`src/rtl/sdram_burst_scheduler_pkg.sv`:
```
// Shared types and constants for the SDRAM read-burst scheduler.
package sdram_sched_pkg;

    localparam int unsigned NUM_CLIENTS      = 3;
    localparam int unsigned SDRAM_AW         = 25;
    localparam int unsigned SDRAM_DW         = 16;
    localparam int unsigned DEF_MAX_BURST    = 32;
    localparam int unsigned DEF_STARVE_LIMIT = 64;

    // Client slots on the req/gnt/rd_valid vectors
    localparam logic [1:0] CLIENT_PCM  = 2'd0;
    localparam logic [1:0] CLIENT_LB   = 2'd1;
    localparam logic [1:0] CLIENT_NOTE = 2'd2;

    typedef logic [NUM_CLIENTS-1:0] client_vec_t;

    typedef enum logic [1:0] {
        S_IDLE  = 2'd0,
        S_BURST = 2'd1,
        S_GAP   = 2'd2
    } sched_state_t;

endpackage

```
`src/rtl/sdram_burst_scheduler_if.sv`:
```
// Run-time SDRAM read port between the scheduler and the SDRAM arbiter.
interface sdram_burst_scheduler_if;
    import sdram_sched_pkg::*;

    logic [SDRAM_AW-1:0] ar_addr;
    logic [1:0]          ar_be;
    logic                ar_read;
    logic                ar_ac;
    logic [SDRAM_DW-1:0] ar_rddata;

    modport master (output ar_addr, ar_be, ar_read, input ar_ac, ar_rddata);
    modport slave  (input ar_addr, ar_be, ar_read, output ar_ac, ar_rddata);

endinterface

```
`src/rtl/sdram_burst_scheduler_prio_pick.sv`:
```
// Combinational burst winner: PCM first, then line buffer, then notes,
// except that a starving note client jumps ahead of the line buffer.
module sched_prio_pick
    import sdram_sched_pkg::*;
(
    input  logic        i_en,
    input  client_vec_t i_req,
    input  logic        i_starve,
    output client_vec_t o_win_c,
    output logic        o_valid_c
);

    // Fixed priority with starvation override for the note client
    always_comb begin
        o_win_c = '0;
        if (i_en) begin
            if (i_req[CLIENT_PCM]) begin
                o_win_c[CLIENT_PCM] = 1'b1;
            end else if (i_req[CLIENT_NOTE] && i_starve) begin
                o_win_c[CLIENT_NOTE] = 1'b1;
            end else if (i_req[CLIENT_LB]) begin
                o_win_c[CLIENT_LB] = 1'b1;
            end else if (i_req[CLIENT_NOTE]) begin
                o_win_c[CLIENT_NOTE] = 1'b1;
            end
        end
    end

    assign o_valid_c = |o_win_c;

endmodule

```
`src/rtl/sdram_burst_scheduler.sv`:
```
// Non-preemptive read-burst scheduler sharing one SDRAM read port among
// PCM fetch, line-buffer fill and note/sprite fetch clients.
module sdram_burst_scheduler
    import sdram_sched_pkg::*;
#(
    parameter  int unsigned MAX_BURST    = DEF_MAX_BURST,
    parameter  int unsigned STARVE_LIMIT = DEF_STARVE_LIMIT,
    localparam int unsigned LEN_W        = $clog2(MAX_BURST) + 1
) (
    input  logic                                    clk,
    input  logic                                    reset_n,
    input  logic                                    sched_en,
    input  logic [NUM_CLIENTS-1:0]                  req,
    input  logic [NUM_CLIENTS-1:0][SDRAM_AW-1:0]    req_addr,
    input  logic [NUM_CLIENTS-1:0][LEN_W-1:0]       req_len,
    output logic [NUM_CLIENTS-1:0]                  gnt,
    output logic [SDRAM_DW-1:0]                     rd_data,
    output logic [NUM_CLIENTS-1:0]                  rd_valid,
    output logic [NUM_CLIENTS-1:0]                  rd_done,
    output logic                                    busy,
    sdram_burst_scheduler_if.master                 ar
);

    localparam int unsigned STARVE_W = $clog2(STARVE_LIMIT + 1);

    sched_state_t          r_state, w_state_nxt;
    client_vec_t           r_owner, w_owner_nxt;
    logic [SDRAM_AW-1:0]   r_cur_addr, w_cur_addr_nxt;
    logic [LEN_W-1:0]      r_rem, w_rem_nxt;
    logic [STARVE_W-1:0]   r_starve_cnt, w_starve_cnt_nxt;
    client_vec_t           r_gnt, w_gnt_nxt;
    client_vec_t           r_rd_valid, w_rd_valid_nxt;
    client_vec_t           r_rd_done, w_rd_done_nxt;
    logic [SDRAM_DW-1:0]   r_rd_data, w_rd_data_nxt;
    logic                  r_ar_read, w_ar_read_nxt;
    logic                  r_busy, w_busy_nxt;

    client_vec_t           w_win;
    logic                  w_win_valid;
    logic                  w_starve;
    logic                  w_fire;
    logic [SDRAM_AW-1:0]   w_sel_addr;
    logic [LEN_W-1:0]      w_sel_len;
    logic [LEN_W-1:0]      w_len_clamped;

    assign w_starve = (r_starve_cnt >= STARVE_W'(STARVE_LIMIT));

    sched_prio_pick u_pick (
        .i_en      (sched_en),
        .i_req     (req),
        .i_starve  (w_starve),
        .o_win_c   (w_win),
        .o_valid_c (w_win_valid)
    );

    // A grant can only be issued between bursts (IDLE or the GAP cycle)
    assign w_fire = (r_state != S_BURST) && w_win_valid;

    // Select the winner's start address and length, then clamp the length to 1..MAX_BURST
    always_comb begin
        w_sel_addr = ({SDRAM_AW{w_win[CLIENT_PCM]}}  & req_addr[CLIENT_PCM])
                   | ({SDRAM_AW{w_win[CLIENT_LB]}}   & req_addr[CLIENT_LB])
                   | ({SDRAM_AW{w_win[CLIENT_NOTE]}} & req_addr[CLIENT_NOTE]);
        w_sel_len  = ({LEN_W{w_win[CLIENT_PCM]}}  & req_len[CLIENT_PCM])
                   | ({LEN_W{w_win[CLIENT_LB]}}   & req_len[CLIENT_LB])
                   | ({LEN_W{w_win[CLIENT_NOTE]}} & req_len[CLIENT_NOTE]);
        if (w_sel_len == '0) begin
            w_len_clamped = LEN_W'(1);
        end else if (w_sel_len > LEN_W'(MAX_BURST)) begin
            w_len_clamped = LEN_W'(MAX_BURST);
        end else begin
            w_len_clamped = w_sel_len;
        end
    end

    // Next-state and next-output logic for the burst FSM and return path.
    // The grant cycle sits in BURST with ar_read still low, so ar_read
    // follows gnt by one cycle; GAP may grant again to keep len+2 spacing.
    always_comb begin
        w_state_nxt    = r_state;
        w_owner_nxt    = r_owner;
        w_cur_addr_nxt = r_cur_addr;
        w_rem_nxt      = r_rem;
        w_gnt_nxt      = '0;
        w_rd_valid_nxt = '0;
        w_rd_done_nxt  = '0;
        w_rd_data_nxt  = r_rd_data;
        w_ar_read_nxt  = r_ar_read;
        w_busy_nxt     = r_busy;

        case (r_state)
            S_IDLE, S_GAP: begin
                w_ar_read_nxt = 1'b0;
                w_busy_nxt    = 1'b0;
                w_state_nxt   = S_IDLE;
                if (w_fire) begin
                    w_state_nxt    = S_BURST;
                    w_owner_nxt    = w_win;
                    w_cur_addr_nxt = w_sel_addr;
                    w_rem_nxt      = w_len_clamped;
                    w_gnt_nxt      = w_win;
                    w_busy_nxt     = 1'b1;
                end
            end
            S_BURST: begin
                w_busy_nxt = 1'b1;
                if (!r_ar_read) begin
                    w_ar_read_nxt = 1'b1;
                end else if (ar.ar_ac) begin
                    w_cur_addr_nxt = r_cur_addr + SDRAM_AW'(1);
                    w_rem_nxt      = r_rem - LEN_W'(1);
                    w_rd_valid_nxt = r_owner;
                    w_rd_data_nxt  = ar.ar_rddata;
                    if (r_rem == LEN_W'(1)) begin
                        w_rd_done_nxt = r_owner;
                        w_ar_read_nxt = 1'b0;
                        w_busy_nxt    = 1'b0;
                        w_state_nxt   = S_GAP;
                    end
                end
            end
            default: begin
                w_state_nxt = S_IDLE;
            end
        endcase
    end

    // Note-client wait counter: saturates at the limit, cleared when client 2 wins
    always_comb begin
        w_starve_cnt_nxt = r_starve_cnt;
        if (w_fire && w_win[CLIENT_NOTE]) begin
            w_starve_cnt_nxt = '0;
        end else if (req[CLIENT_NOTE] && !w_starve) begin
            w_starve_cnt_nxt = r_starve_cnt + STARVE_W'(1);
        end
    end

    // FSM state register
    always_ff @(posedge clk or negedge reset_n) begin
        if (!reset_n) begin
            r_state <= S_IDLE;
        end else begin
            r_state <= w_state_nxt;
        end
    end

    // Burst context, starvation counter and registered outputs
    always_ff @(posedge clk or negedge reset_n) begin
        if (!reset_n) begin
            r_owner      <= '0;
            r_cur_addr   <= '0;
            r_rem        <= '0;
            r_starve_cnt <= '0;
            r_gnt        <= '0;
            r_rd_valid   <= '0;
            r_rd_done    <= '0;
            r_rd_data    <= '0;
            r_ar_read    <= 1'b0;
            r_busy       <= 1'b0;
        end else begin
            r_owner      <= w_owner_nxt;
            r_cur_addr   <= w_cur_addr_nxt;
            r_rem        <= w_rem_nxt;
            r_starve_cnt <= w_starve_cnt_nxt;
            r_gnt        <= w_gnt_nxt;
            r_rd_valid   <= w_rd_valid_nxt;
            r_rd_done    <= w_rd_done_nxt;
            r_rd_data    <= w_rd_data_nxt;
            r_ar_read    <= w_ar_read_nxt;
            r_busy       <= w_busy_nxt;
        end
    end

    assign gnt        = r_gnt;
    assign rd_valid   = r_rd_valid;
    assign rd_done    = r_rd_done;
    assign rd_data    = r_rd_data;
    assign busy       = r_busy;
    assign ar.ar_read = r_ar_read;
    assign ar.ar_addr = r_cur_addr;
    assign ar.ar_be   = 2'b11;

endmodule

```
`src/flat_wrapper.sv`:
```
// flat-port wrapper written by rule: the top's interface ports become plain ports
module sdram_burst_scheduler_flat import sdram_sched_pkg::*;
#(
    parameter  int unsigned MAX_BURST    = DEF_MAX_BURST,
    parameter  int unsigned STARVE_LIMIT = DEF_STARVE_LIMIT,
    localparam int unsigned LEN_W        = $clog2(MAX_BURST) + 1
)
  (clk, reset_n, sched_en, req, req_addr, req_len, gnt, rd_data, rd_valid, rd_done, busy, ar_ar_addr, ar_ar_be, ar_ar_read, ar_ar_ac, ar_ar_rddata);
  sdram_burst_scheduler_if ar_i ();
  input  logic clk;
  input  logic reset_n;
  input  logic sched_en;
  input  logic [NUM_CLIENTS-1:0] req;
  input  logic [NUM_CLIENTS-1:0][SDRAM_AW-1:0] req_addr;
  input  logic [NUM_CLIENTS-1:0][LEN_W-1:0] req_len;
  output logic [NUM_CLIENTS-1:0] gnt;
  output logic [SDRAM_DW-1:0] rd_data;
  output logic [NUM_CLIENTS-1:0] rd_valid;
  output logic [NUM_CLIENTS-1:0] rd_done;
  output logic busy;
  output wire logic [$bits(ar_i.ar_addr)-1:0] ar_ar_addr;
  output wire logic [$bits(ar_i.ar_be)-1:0] ar_ar_be;
  output wire logic [$bits(ar_i.ar_read)-1:0] ar_ar_read;
  input wire logic [$bits(ar_i.ar_ac)-1:0] ar_ar_ac;
  input wire logic [$bits(ar_i.ar_rddata)-1:0] ar_ar_rddata;
  assign ar_ar_addr = ar_i.ar_addr;
  assign ar_ar_be = ar_i.ar_be;
  assign ar_ar_read = ar_i.ar_read;
  assign ar_i.ar_ac = ar_ar_ac;
  assign ar_i.ar_rddata = ar_ar_rddata;
  sdram_burst_scheduler #(.MAX_BURST(MAX_BURST), .STARVE_LIMIT(STARVE_LIMIT)) u_core (.clk(clk), .reset_n(reset_n), .sched_en(sched_en), .req(req), .req_addr(req_addr), .req_len(req_len), .gnt(gnt), .rd_data(rd_data), .rd_valid(rd_valid), .rd_done(rd_done), .busy(busy), .ar(ar_i));
endmodule
```
`config.mk`:
```
export PLATFORM = sky130hd
export DESIGN_NAME = sdram_burst_scheduler_flat
export DESIGN_NICKNAME = d
export VERILOG_FILES = /design/src/rtl/sdram_burst_scheduler_pkg.sv /design/src/rtl/sdram_burst_scheduler_if.sv /design/src/rtl/sdram_burst_scheduler_prio_pick.sv /design/src/rtl/sdram_burst_scheduler.sv /design/src/flat_wrapper.sv
export SDC_FILE = /design/constraint.sdc
export NUM_CORES = 1
export LEC_CHECK = 0
export ABC_AREA = 1
export CORE_UTILIZATION = 40
export DETAILED_ROUTE_END_ITERATION = 10
export PLACE_DENSITY = 0.74
export SLEW_MARGIN = 20
export SYNTH_ARGS = -nofsm -noshare
export SYNTH_HDL_FRONTEND = slang
export SYNTH_SLANG_ARGS = --single-unit
```
`constraint.sdc`:
```
create_clock -name clk -period 2.45 [get_ports clk]
set_input_delay 0.49 -clock clk [delete_from_list [all_inputs] [get_ports clk]]
set_output_delay 0.49 -clock clk [all_outputs]
set_load 0.05 [all_outputs]
```
==> metrics <==
post-route ant nets 0; Worst Path Required 1.96 ns; PwrDens 1157 nW/µm²; sequential share of power 29.1%; Pint 3621 µW; Async SR Flop Fraction 100.0%; Post-Syn Instances 613; CP peak stage delay 0.86 ns; worst r2r src u_core.ar.ar_addr[1]; number of synthesized flops with an enable pin 0; Total GRT Usage 24.86%; Worst-path clk slew 0.09 ns; CP startpoint kind flip-flop; Worst Tran Pin Value 0.9149 ns; core footprint 10,370 µm²; crit path capture type output pin; Layout area overhead 47.61%; Synth Area in Simple Gates 36.87%; crit path to ar_ar_addr[12]; Rows 37; Comb power frac 57.6%; crit path buf inv count 1; post-synthesis mux area share 0%; drt wl/cell 14.79 µm; f_max 0.4558 GHz; ys flop type dfrtp_1; reg-to-reg endpoint u_core.ar.ar_addr[24]; Critical Path Slowest Stage Cell clkdlybuf4s50_1; clock latency on the worst-skew pair 0.35 ns; Post-CTS Resized 0; final count of hold timing violations 0; PortBufs 167; vias per inst 5.076; adder-cell area share of the yosys netlist 1.160%; CTS tree yes; worst hold slack 0.2303 ns; Synth Area in XOR/XNOR 3.249%; fin nets 900; diode count 0; Final min period 2.194 ns; Yosys warnings 0; HPWL reported at the end of detailed placement 10.33 mm; CTS Buf Count 9; sw power 3743 µW; synth unique cells 39; R2R Setup Slk 0.48 ns; register area share after synthesis 40.62%; Worst Path Arrival 1.70 ns; CTS Sinks 70; gr ovfl total 0; share of total power in the clock network 13.3%; clk root buf clkbuf_8; Final Slew Violations 0; complex-gate fraction of the synthesized area 10.68%; TNS Setup 0 ns; Crit Path Max Fanout 5; largest area contributor in the netlist dfrtp_1; kind of critical path flip-flop to output pin; Top delay family on crit path buffers and inverters; final instance area 6366 µm²; post-synth top area share 40.62%; layout filler cell count 977; Yosys reg bits 70; Hold-fix buffers, CTS 0; Mapped Avg Cell Area 7.036 µm²; Slew HR 39.01%; Netlist Area Pre-Place 4313 µm²; status finished, final reports clean; Max Cap Viol 0; Max VDD drop 744.3 µV; Hold WC Path Type primary input to async pin; global-route wire length before repair 22.11 mm; H-tree levels 3; Die Area 11,200 µm²; Synth area leaders dfrtp_1 (41%), nand2_1 (19%), nor2_1 (6.4%); # setup viols final 0; drt pass-1 iters 4; setup bufs post-CTS 0; IO Pins 170; vias in the first global route 4,697; Tot Pwr 7364 µW; reg2reg path depth 10; Iteration-0 DRC Markers 331; largest family of logic cells by synthesized area simple AND/OR/NAND/NOR gates; die span in y 105.8 µm; CP startpoint u_core.ar.ar_addr[12]; RePlAce Congestion 0.9039; placed inst area 6163 µm²; starting density of the core 41.59%; critical-path cell list clkdlybuf4s50_1; clock skew 0.01010 ns; Die Width 105.8 µm; synth cell count leaders nand2_1 (222), nor2_1 (73), dfrtp_1 (70); via count 4,675; DRT Wirelength 13.63 mm; leakage 0.002865 µW; RSZ-0062 raised after global routing no; layout cells sized above 1 6.497%; antenna violations before repair 0; top-count cell post-synth nand2_1; sw frac 50.83%; largest net degree at the start of global routing 71; Max Buffers Root-to-Sink 2; Tcrit/Tclk final 89.55%; drt drc 0; Crit path depth 1
[kinds of logic after synthesis]
kind of cell | after synthesis
AOI/OAI and AO/OA | 79
xor gates and xnor gates | 16
adders and majority gates | 4
buffers and inverters | 73
DFF | 70
other | 1
and+or+nand+nor | 370
[area by class of cell]
cell class	instances	area (µm²)	area share (%)
Inverter	49	183.9	2.889
Clock buffer	9	123.9	1.946
Tap cell	136	170.2	2.673
Multi-Input combinational cell	471	2248	35.32
Clock inverter	7	78.83	1.238
Sequential cell	70	1752	27.52
Timing Repair Buffer	179	1809	28.42
[layer usage]
layer  part of all wire, %  track usage (%)  vias to the layer above
li1                      -                -                     2300
met1                    40            28.96                     2171
met2                    50            44.35                      176
met3                   7.4            5.442                       28
met4                   2.3            9.425                        0
met5                     0                0                        -
[how the worst min path moves through the flow]
stage,startpoint,to,slack (ns),depth (start not counted)
floorplan,reset_n,u_core.ar.ar_addr[0],0.19,0
global placement,u_core.rd_data[0],u_core.rd_data[0],0.45,2
detailed placement,u_core.rd_data[2],u_core.rd_data[2],0.46,2
CTS,reset_n,u_core.ar.ar_addr[10],0.29,1
global route,reset_n,u_core.ar.ar_addr[19],0.31,1
finish,reset_n,u_core.ar.ar_addr[10],0.23,1
[power groups by stage]
stage               clock, µW  sequential [µW]  combinational [µW]
floorplan                   0             3290                1610
global placement            0             2140                4190
detailed placement          0             2160                4250
CTS                       995             2140                4260
global route             1050             2210                4590
finish                    980             2150                4240
[metrics by stage]
| stage | instances | worst slack (ns) | util (%) |
|---|---|---|---|
| after detailed placement | 905 | 0.05866 | 59.44 |
| after global routing | 921 | 0.2018 | 61.39 |
| final | 921 | 0.2560 | 61.39 |
| after CTS | 921 | 0.2402 | 61.39 |
| after global placement | 905 | 0.1518 | 59.44 |
| after floorplan | 614 | 0.3750 | - |
[cells in the final DEF, fill, tap and decap left out, types with 11 or more instances in the layout]
cell type,instances
a21oi_1,31
clkdlybuf4s50_1,166
dfrtp_1,70
inv_1,44
nand2_1,222
nand3_1,34
nand4_1,16
nor2_1,73
o21ai_0,18
xor2_1,11
[registers in the layout, indices dropped and copies added, names as in the netlist]
name                 flops
u_core.ar.ar_addr       25
u_core.r_rem             6
u_core.r_owner           3
u_core.gnt               3
u_core.r_starve_cnt      7
u_core.rd_valid          3
u_core.r_state           2
u_core.ar.ar_read        1
u_core.rd_done           3
u_core.busy              1
u_core.rd_data          16
Note: power is estimated with default switching activity, not from simulation.
